<file path="config.mk">
export PLATFORM = sky130hd
export DESIGN_NAME = tstate_ring_counter
export DESIGN_NICKNAME = d
export VERILOG_FILES = /design/src/rtl/tstate_ring_counter.sv
export SDC_FILE = /design/constraint.sdc
export NUM_CORES = 1
export LEC_CHECK = 0
export BUFFER_PORTS_ARGS = -buffer_cell sky130_fd_sc_hd__clkbuf_2
export CORE_AREA = 2 2 46 48
export CTS_CLUSTER_SIZE = 25
export DETAILED_ROUTE_END_ITERATION = 12
export DIE_AREA = 0 0 48 50
export GPL_TIMING_DRIVEN = 1
export PLACE_DENSITY = 0.76
export SETUP_SLACK_MARGIN = 0.2
export SLEW_MARGIN = 20
export SYNTH_ARGS = -nofsm -noshare
export SYNTH_HDL_FRONTEND = slang
export SYNTH_SLANG_ARGS = --single-unit
</file>
<file path="constraint.sdc">
create_clock -name clk -period 1.95 [get_ports clk]
set_clock_uncertainty 0.1 [all_clocks]
set_input_delay 0.0975 -clock clk [delete_from_list [all_inputs] [get_ports clk]]
set_output_delay 0.0975 -clock clk [all_outputs]
set_load 0.01 [all_outputs]
</file>
<file path="src/rtl/tstate_ring_counter.sv">
// tstate_ring_counter
//
// Parametrised T-state generator for the NSC-8 control sequencer. It keeps a
// binary state index and decodes it into a one-hot timing ring. The decoder
// sets the active length of each instruction through `len`, so an instruction
// can end before the ring reaches its last bit.
//
// Ports:
//   clk          system clock, rising edge
//   reset_ring_n asynchronous active-low reset
//   enable       advance permission; low holds the ring
//   restart      synchronous return to T0; ignores enable
//   halt         freeze request (HLT); sets the sticky halted flag
//   len          index of the last T-state of the current instruction
//   count_out    one-hot T-state, bit k = Tk
//   t_index      binary index of the active T-state
//   t_last       active state is the last one of this instruction (combinational)
//   cycle_start  one-clock strobe: ring just entered T0 by wrap or restart
//   halted       sticky halt status, cleared only by reset
//   cycle_count  completed instructions, modulo 2^CW

module tstate_ring_counter #(
   parameter int unsigned N  = 6,
   parameter int unsigned IW = $clog2(N),
   parameter int unsigned CW = 8
) (
   input  logic          clk,
   input  logic          reset_ring_n,
   input  logic          enable,
   input  logic          restart,
   input  logic          halt,
   input  logic [IW-1:0] len,
   output logic [N-1:0]  count_out,
   output logic [IW-1:0] t_index,
   output logic          t_last,
   output logic          cycle_start,
   output logic          halted,
   output logic [CW-1:0] cycle_count
);

   localparam logic [IW-1:0] LastIdx = IW'(N - 1);

   logic [IW-1:0] t_idx_q, t_idx_d;
   logic          cycle_start_q, cycle_start_d;
   logic          halted_q, halted_d;
   logic [CW-1:0] cycle_count_q, cycle_count_d;
   logic [IW-1:0] end_eff;

   // Lengths beyond the ring are clamped to the last physical T-state.
   assign end_eff = (len > LastIdx) ? LastIdx : len;

   // Compare with >= so that lowering len below the current index mid-instruction
   // still ends the instruction at the next advance.
   assign t_last = (t_idx_q >= end_eff);

   always_comb begin
      t_idx_d       = t_idx_q;
      cycle_start_d = 1'b0;
      halted_d      = halted_q;
      cycle_count_d = cycle_count_q;

      if (halted_q) begin
         // Fully frozen until reset; cycle_start is already low here.
         cycle_start_d = cycle_start_q;
      end else if (halt) begin
         halted_d = 1'b1;
      end else if (restart) begin
         t_idx_d       = '0;
         cycle_start_d = 1'b1;
      end else if (enable) begin
         if (t_last) begin
            t_idx_d       = '0;
            cycle_start_d = 1'b1;
            cycle_count_d = cycle_count_q + CW'(1);
         end else begin
            // t_last low guarantees t_idx_q < end_eff <= N-1, so no overflow.
            t_idx_d = t_idx_q + IW'(1);
         end
      end
   end

   always_ff @(posedge clk or negedge reset_ring_n) begin
      if (!reset_ring_n) begin
         t_idx_q       <= '0;
         cycle_start_q <= 1'b0;
         halted_q      <= 1'b0;
         cycle_count_q <= '0;
      end else begin
         t_idx_q       <= t_idx_d;
         cycle_start_q <= cycle_start_d;
         halted_q      <= halted_d;
         cycle_count_q <= cycle_count_d;
      end
   end

   // Decoded straight from the index register, so the ring is one-hot by construction.
   assign count_out   = N'(1) << t_idx_q;
   assign t_index     = t_idx_q;
   assign cycle_start = cycle_start_q;
   assign halted      = halted_q;
   assign cycle_count = cycle_count_q;

endmodule

</file>
==> metrics.txt, run 1 <==
syn nets=91; footprint of the multi-input gates=460.4 um^2; dominant cells by area after synthesis=dfrtp_1, ha_1, xnor2_1; Clock Path Buffers=2; clock slew seen by the registers of the worst setup and hold paths=0.08 ns; Gate Count Post-Synth=74; # H-tree levels=1; CP Launch Type=register; Max Slew Vio Count=0; post-route cell area=1072 um^2; ys async rst share=1.000; vias in the first global route=577; Chip Height=50 um; clk_lat worst skew=around 0.27 ns; total wire length=1641 um; Tightest Pin Transition=~0.4 ns; RSZ-0062 raised after global routing=yes; Gate power share=0.157; Storage cell area=329.1 um^2; Antenna Cells=0; Slew HR=0.7323; CTS buffer count=3; DRT iter0 DRCs=8; Initial DRT Pass Iterations=2; #FFs+latches synth=13; VDD IR max=373.0 uV; dpl cell area=968.4 um^2; final hold vios=0; dpl hpwl=1262 um; most frequent cell after synthesis=dfrtp_1; CTS root buffer=clkbuf_4; DRC viols=0; fin util=0.5638; GPL Wtd Cong=around 0.76; Post-synth top flop=dfrtp_1; clock share of power=0.313; TritonCTS Sinks=13; # fillers=around 170; GR Overflow Total=0; syn avg cell area=10.52 um^2; Crit Path Class=register to primary output; global-route usage over all layers=0.1506; largest net degree at the start of global routing=14; largest fanout on the critical path=6; # rows=16; top-area cell type share of the netlist area=0.4180; setup TNS=0 ns; Syn. warnings=0; critical path endpoint category=primary output; IO buf count=27; Flop pwr share=0.530; post-layout min period=approximately 1.7 ns; fin nets=131; Vias=approximately 670; ANT nets after route=0; core area=1902 um^2; register area share after synthesis=0.4180; Switch Pwr=between 0.0001 and 0.00015 W; max cap viols=0; post-synth top area cell=dfrtp_1; routed length per placed instance=roughly 12 um; initial antenna violation count=0; num ports=28; WP data arrival=1.50 ns; top cells by count, synth=dfrtp_1, ha_1, inv_1; status=complete, no violations; number of synthesized flops with an enable pin=0; LEAKAGE=0.5708 nW; Sw Ratio=0.2626; HP Class=primary input to register; Setup-failing EPs final=0; ratio of cells with drive above 1 in the final layout=0.4513; period utilisation layout=0.8709; Initial Utilization=0.4092; Required @ worst endpoint=1.75 ns; CTS tree=built; Highest Clock Rate=588.8 MHz; Post-Syn Area=between 700 and 800 um^2; Internal=0.0003897 W; Area Overhead vs Synth=37.78%; PwrDens=between 400 and 500 nW/um^2; die area=2400 um^2; DR vias/cell=approximately 4.8; synth unique cells=25; first-pass GRT wire length=approximately 2600 um; Die Width=48 um
[power groups by stage]
stage	registers [W]	clock network, W	logic, W
global placement	0.000286	0	0.0000672
finish	0.000280	0.000166	0.0000830
floorplan	0.000288	0	0.0000346
CTS	0.000281	0.000169	0.0000761
global route	0.000281	0.000186	0.0000928
detailed placement	0.000287	0	0.0000700
[sequential cells by signal (all words and copies together), names as in the netlist]
register and cells:
cycle_count 8, halted 1, t_index 3, cycle_start 1
[worst max-delay path, stage by stage (launching register included)]
cell,delay [ns]
dfrtp_2,0.45
ha_4,0.28
nand2_1,0.04
o21a_2,0.24
inv_4,0.09
buf_2,0.13
[timing repair]
item                                    4_1_cts  5_1_grt
pin swaps                                     1        2
endpoints found under the setup margin        2        5
endpoints found under the hold margin        13        0
gates resized for setup                       0        4
hold buffers                                  1        0
buffers inserted                              2        5
[metrics by stage]
| step | total power, W | setup WS [ns] | cells | hold slack (ns) |
|---|---|---|---|---|
| global route | 0.0005599 | 0.1962 | 140 | 0.04600 |
| CTS | 0.0005257 | 0.2139 | 135 | 0.03229 |
| detailed placement | 0.0003565 | 0.1513 | 128 | -0.08427 |
| floorplan | 0.0003227 | 0.2129 | 74 | -0.2981 |
| global placement | 0.0003530 | 0.2219 | 128 | -0.09305 |
| finish | 0.0005284 | 0.2517 | 140 | 0.02983 |
[final cells by class]
cell class | instances | share of cell area
Multi-Input combinational cell | 55 | 0.4294
Timing Repair Buffer | 35 | 0.1844
Inverter | 6 | 0.02334
Tap cell | 27 | 0.03151
Sequential cell | 13 | 0.3069
Clock buffer | 4 | 0.02450
[cell families after synthesis]
logic type,count (synthesis),share of synthesized area
AND/OR/NAND/NOR,27,0.2251
flip-flops,13,0.4180
AO/OA/AOI/OAI,11,0.09004
adder cells (fa/ha/maj),9,0.1447
XOR/XNOR,7,0.07878
buffers and inverters,6,0.02894
multiplexers,1,0.01447
[final timing paths]
kind / end / start / slack (ns) / cells after the start
worst min register to register: cycle_count[7] / cycle_count[7] / 0.38 / 1
worst min-delay path: t_index[1] / restart / 0.03 / 2
max in group asynchronous: t_index[1] / reset_ring_n / 1.33 / 2
worst max register to register: cycle_count[7] / t_index[2] / 0.26 / 6
worst max-delay path: t_last / t_index[2] / 0.25 / 5
min in group asynchronous: cycle_count[1] / reset_ring_n / 0.15 / 2
[placed cells by master, fill, tap and decap left out, drive strengths merged, types with 2 or more instances in the layout]
cell     n
nand2    5
nor3     3
a21oi    3
nor2b    4
nand3    3
o31ai    2
xnor2    4
buf      8
nor2     4
xor2     3
o21ai    2
ha       9
clkbuf  30
dfrtp   13
nand4    3
inv      6
and2     2
[per-layer routing]
| layer | track usage | wire length, um |
|---|---|---|
| met1 | 0.1935 | 745 |
| met2 | 0.2400 | 793 |
| met3 | 0.02198 | 75 |
| met4 | 0.06757 | 26 |
| met5 | 0 | 0 |
Note: power is estimated with default switching activity, not from simulation.
==> run 2, diff against run 1 <==
- PLACE_DENSITY: 0.76 -> 0.75
==> run 2 against run 1 <==
Net effect: cell count grew 0.71%; non-clock buffer count grew 1; critical path depth grew 1; largest cell class unchanged; sequential cell count is the same; combinational power grew 10%.
==> metrics.txt, run 2 (synthesis results as in run 1) <==
commonest cells after routing, fill and taps aside=clkbuf_2, dfrtp_1, buf_4, ha_1; GR Util met2=0.2622 (+0.02222); Slew HR=0.6941 (-0.03819); initial antenna violation count=0 (unchanged); footprint of the multi-input gates=470.5 um^2 (+2.2%); CP Launch Type=register; final hold vios=0 (unchanged); max cap viols=0 (unchanged); DR vias/cell=4.787 (-0.27%); Die Width=48 um (unchanged); LEAKAGE=0.5742 nW (+0.59%); DRT iter0 DRCs=5 (-3); Critical Path, Cell by Cell=inv_2, ha_4, nor2b_1, o21a_4, inv_4, clkbuf_2; Setup-failing EPs final=0 (unchanged); Initial DRT Pass Iterations=2 (unchanged); RSZ-0062 raised after global routing=no; largest net degree at the start of global routing=14 (unchanged); Clock Path Buffers=2 (unchanged); Switch Pwr=0.0001364 W (-1.7%); max reg flops=8 (unchanged); fin nets=132 (+0.76%); CTS root buffer=clkbuf_4; core area=1902 um^2 (unchanged); ratio of cells with drive above 1 in the final layout=0.4561 (+0.004813); M3 GR Usage=0.02198 (unchanged); hold_sp=restart; dpl hpwl=1286 um (+1.9%); TritonCTS Sinks=13 (unchanged); Initial Utilization=0.4092 (unchanged); largest fanout on the critical path=6 (unchanged); critical path endpoint category=primary output; GR Overflow Total=0 (unchanged); Highest Clock Rate=594.5 MHz (+0.96%); Storage cell area=329.1 um^2 (unchanged); post-layout min period=1.682 ns (-0.01612 ns); CP delay by family, top=flip-flops; Critical R2R Launch=t_index[0]; Internal=0.0003964 W (+1.7%); VDD IR max=390.9 uV (+4.8%); status=complete, no violations; # fillers=166 (-4.0%); Gate power share=0.172 (+0.015); IO buf count=27 (unchanged); worst setup margin=0.2679 ns (+0.01612 ns); global-route usage over all layers=0.1529 (+0.002288); total wire length=1677 um (+2.2%); # rows=16 (unchanged); critical path startpoint=t_index[0]; Max Slew Vio Count=0 (unchanged); PwrDens=488.9 nW/um^2 (-0.80%); first-pass GRT wire length=2691 um (+2.9%); DRC viols=0 (unchanged); Crit Path Class=register to primary output; commonest non-fill, non-tap cell in the layout=clkbuf_2; critical path's largest stage delay=0.41 ns (-0.04 ns); Flop pwr share=0.525 (-0.005); WP buf/inv=3 (+1); Required @ worst endpoint=1.75 ns (about the same); Fin Hold WS=0.05411 ns (+0.02428 ns); Vias=675 (+0.45%); busiest layer in global routing=met2; vias in the first global route=630 (+9.2%); Place WS=0.1638 ns (+0.01250 ns); CTS buffer count=3 (unchanged); Antenna Cells=0 (unchanged); period utilisation layout=0.8626 (-0.008265); ANT nets after route=0 (unchanged); routed length per placed instance=11.89 um (+1.5%); # H-tree levels=1 (unchanged); met1 Track Usage GR=0.1913 (-0.002204); Area Overhead vs Synth=40.03%; die area=2400 um^2 (unchanged); HP Class=primary input to register; Crit-path slowest cell=dfrtp_2; clk_lat worst skew=0.27 ns (about the same); clock slew seen by the registers of the worst setup and hold paths=0.08 ns (about the same); GPL Wtd Cong=0.7523 (-0.37%); Chip Height=50 um (unchanged); fin util=0.5730 (+0.009210); setup TNS=0 ns (unchanged); clock share of power=0.303 (-0.010); num ports=28 (unchanged); WP data arrival=1.48 ns (-0.02 ns); Sw Ratio=0.2560 (-0.006602); Tightest Pin Transition=0.4569 ns (+0.05704 ns); CTS tree=built
run 2: metrics by stage:
stage / std cells / cell area (um^2) / power (W)
global placement: 128 / 968.4 / 0.0003532
finish: 141 / 1090 / 0.0005328
global route: 141 / 1090 / 0.0005621
floorplan: 74 / 799.5 / 0.0003227
CTS: 136 / 1027 / 0.0005262
detailed placement: 128 / 968.4 / 0.0003568
run 2: worst paths after layout:
| check | depth (start not counted) | endpoint | slack [ns] |
|---|---|---|---|
| max | 6 | t_last | 0.27 |
| min | 2 | t_index[1] | 0.05 |
| max reg2reg | 7 | cycle_count[1] | 0.27 |
| min reg2reg | 1 | cycle_count[7] | 0.38 |
| max in group asynchronous | 2 | t_index[1] | 1.33 |
| min in group asynchronous | 2 | cycle_count[5] | 0.15 |
run 2: repair_timing:
item,4_1_cts,5_1_grt
setup buffers,3,5
pin swaps,1,1
hold buffers,1,0
gates resized for setup,0,4
endpoints found under the setup margin,2,4
endpoints found under the hold margin,13,0
gates cloned,0,0
run 2: power by group through the flow:
stage                     combinational [W]  sequential, W  clock [W]
final                             0.0000917       0.000280   0.000161
after global routing               0.000102       0.000281   0.000179
after CTS                         0.0000789       0.000280   0.000167
after detailed placement          0.0000700       0.000287          0
after global placement            0.0000674       0.000286          0
after floorplan                   0.0000346       0.000288          0
run 2: final cells by class:
cell class / instances / area share
clock buffer: 4 / 0.02411
timing repair buffer: 36 / 0.1883
sequential: 13 / 0.3020
inverter: 6 / 0.02296
multi-input combinational: 55 / 0.4317
tap: 27 / 0.03100
run 2: per-layer routing:
layer  vias to the layer above  share of wire
met5                         -              0
met4                         0              0
met3                         0          0.048
met2                        23           0.51
met1                       315           0.44
li1                        337              -
==> run 3, diff against run 2 <==
- REMOVE_ABC_BUFFERS: default -> 1
==> run 3 against run 2 <==
Net effect: hold slack got worse by 0.030 ns; critical path type is now register to register; critical path depth rose by 1; global-route usage fell by 0.16 points.
==> metrics.txt, run 3 (synthesis results as in run 1) <==
Critical R2R Launch=t_index[2]; Area Overhead vs Synth=43.57%; dpl hpwl=1228 um (-4.5%); reg2reg path depth=7 (unchanged); Sw Ratio=0.2596 (+0.003637); met2 routed WL=795 um (-6.8%); HP Class=primary input to register; core area=1902 um^2 (unchanged); TritonCTS Sinks=13 (unchanged); clk_lat worst skew=0.28 ns (about the same); initial antenna violation count=0 (unchanged); die area=2400 um^2 (unchanged); worst setup path end=cycle_count[5]; reg2reg end=cycle_count[5]; Fin Hold WS=0.02400 ns (-0.03011 ns); hold_sp=restart; status=complete, no violations; global-route usage over all layers=0.1513 (-0.001581); total wire length=1633 um (-2.6%); Critical Path, Cell by Cell=ha_4, nand2_1, o21a_1, buf_4, buf_6, nor3_4, xor2_1; CTS tree=built; Slew HR=0.7311 (+0.03700); Initial Utilization=0.4092 (unchanged); DRC viols=0 (unchanged); # rows=16 (unchanged); ratio of cells with drive above 1 in the final layout=0.4483 (-0.007864); critical path endpoint category=register; Chip Height=50 um (unchanged); num ports=28 (unchanged); Highest Signal Layer=met4; commonest cells after routing, fill and taps aside=clkbuf_2, dfrtp_1, buf_4, ha_1, nand2_1; largest fanout on the critical path=3 (-3); Gate power share=0.192 (+0.020); Initial DRT Pass Iterations=4 (+2); CTS root buffer=clkbuf_4; clock slew seen by the registers of the worst setup and hold paths=0.08 ns (about the same); vias in the first global route=587 (-6.8%); wl on met1=728 um (-2.2%); DRT iter0 DRCs=16 (+11); GPL Wtd Cong=0.7400 (-1.6%); Vias=673 (-0.30%); first-pass GRT wire length=2580 um (-4.1%); largest net degree at the start of global routing=14 (unchanged); Internal=0.0004055 W (+2.3%); fin nets=134 (+1.5%); met3 routed WL=85 um (+6.3%); Overall Power=0.0005478 W (+2.8%); Flop pwr share=0.509 (-0.016); Clock Path Buffers=2 (unchanged); VDD IR max=390.7 uV (about the same); Setup-failing EPs final=0 (unchanged); IO buf count=27 (unchanged); GR Overflow Total=0 (unchanged); critical path's largest stage delay=0.41 ns (about the same); Crit. path cell count=7 (+1); post-layout min period=1.690 ns (+0.007465 ns); max cap viols=0 (unchanged); period utilisation layout=0.8665 (+0.003828); WP buf/inv=2 (-1); max reg flops=8 (unchanged); flop2flop setup slack=0.26 ns (about the same); CP Launch Type=register; PwrDens=490.3 nW/um^2 (+0.28%); critical path startpoint=t_index[2]; Max Slew Vio Count=0 (unchanged); clock share of power=0.298 (-0.005); DR vias/cell=4.706 (-1.7%); WP data arrival=1.79 ns (+0.31 ns); # H-tree levels=1 (unchanged); Required @ worst endpoint=2.05 ns (+0.30 ns); routed length per placed instance=11.42 um (-4.0%); LEAKAGE=0.5963 nW (+3.9%); commonest non-fill, non-tap cell in the layout=clkbuf_2; Crit-path slowest cell=dfrtp_1; Tightest Pin Transition=0.4016 ns (-0.05526 ns); final hold vios=0 (unchanged); hold path cells=2 (unchanged); ANT nets after route=0 (unchanged); Crit Path Class=register to register; setup TNS=0 ns (unchanged); fin util=0.5875 (+0.01447); Antenna Cells=0 (unchanged); CP delay by family, top=flip-flops; Highest Clock Rate=591.9 MHz (-0.44%); RSZ-0062 raised after global routing=yes; # fillers=167 (+0.60%); Switch Pwr=0.0001422 W (+4.3%); CTS buffer count=3 (unchanged); Die Width=48 um (unchanged)
==> run 3: changes by cell type in the layout (fill, tap and decap cells not counted), sizes merged <==
cell and change:
buf +2
==> run 3: metrics by stage <==
step	instance area, um^2	setup slack [ns]	std cells
6_report	1117	0.2604	143
5_1_grt	1117	0.1706	143
4_1_cts	1055	0.2046	142
3_5_place_dp	977.2	0.1894	132
3_3_place_gp	977.2	0.2546	132
2_1_floorplan	778.2	-0.04215	74
==> run 3: final cells by class <==
class,instances,area [um^2],area share
flip-flops and latches,13,325.3,0.2912
clock buffers,4,26.28,0.02352
well taps,27,33.78,0.03024
multi-input cells,55,481.7,0.4311
repair buffers,38,227.7,0.2038
inverters,6,22.52,0.02016
==> run 3: worst min path at each step <==
| stage | end | slack (ns) |
|---|---|---|
| after floorplan | cycle_count[0] | -0.30 |
| after global placement | cycle_count[2] | -0.09 |
| after detailed placement | cycle_count[2] | -0.09 |
| after CTS | t_index[1] | 0.02 |
| after global routing | t_index[0] | 0.04 |
| final | t_index[0] | 0.02 |
==> run 3: what timing repair did <==
action | in CTS | in global routing
endpoints found under the setup margin | 2 | 10
hold buffers | 1 | 0
pin swaps | 3 | 4
endpoints found under the hold margin | 13 | 0
gates resized for setup | 3 | 10
buffers inserted | 5 | 1
gates cloned | 0 | 0
==> run 3: routing by layer <==
layer | GRT usage | up-vias
li1 | - | 345
met1 | 0.2005 | 301
met2 | 0.2356 | 23
met3 | 0.02198 | 4
met4 | 0.06757 | 0
met5 | 0 | -
==> run 3: power by group through the flow <==
stage	Sequential [W]	Combinational, W	Clock [W]
after global placement	0.000284	0.0000746	0
after CTS	0.000278	0.0000942	0.000169
after floorplan	0.000288	0.0000293	0
after global routing	0.000279	0.000115	0.000178
after detailed placement	0.000284	0.0000761	0
final	0.000279	0.000105	0.000163
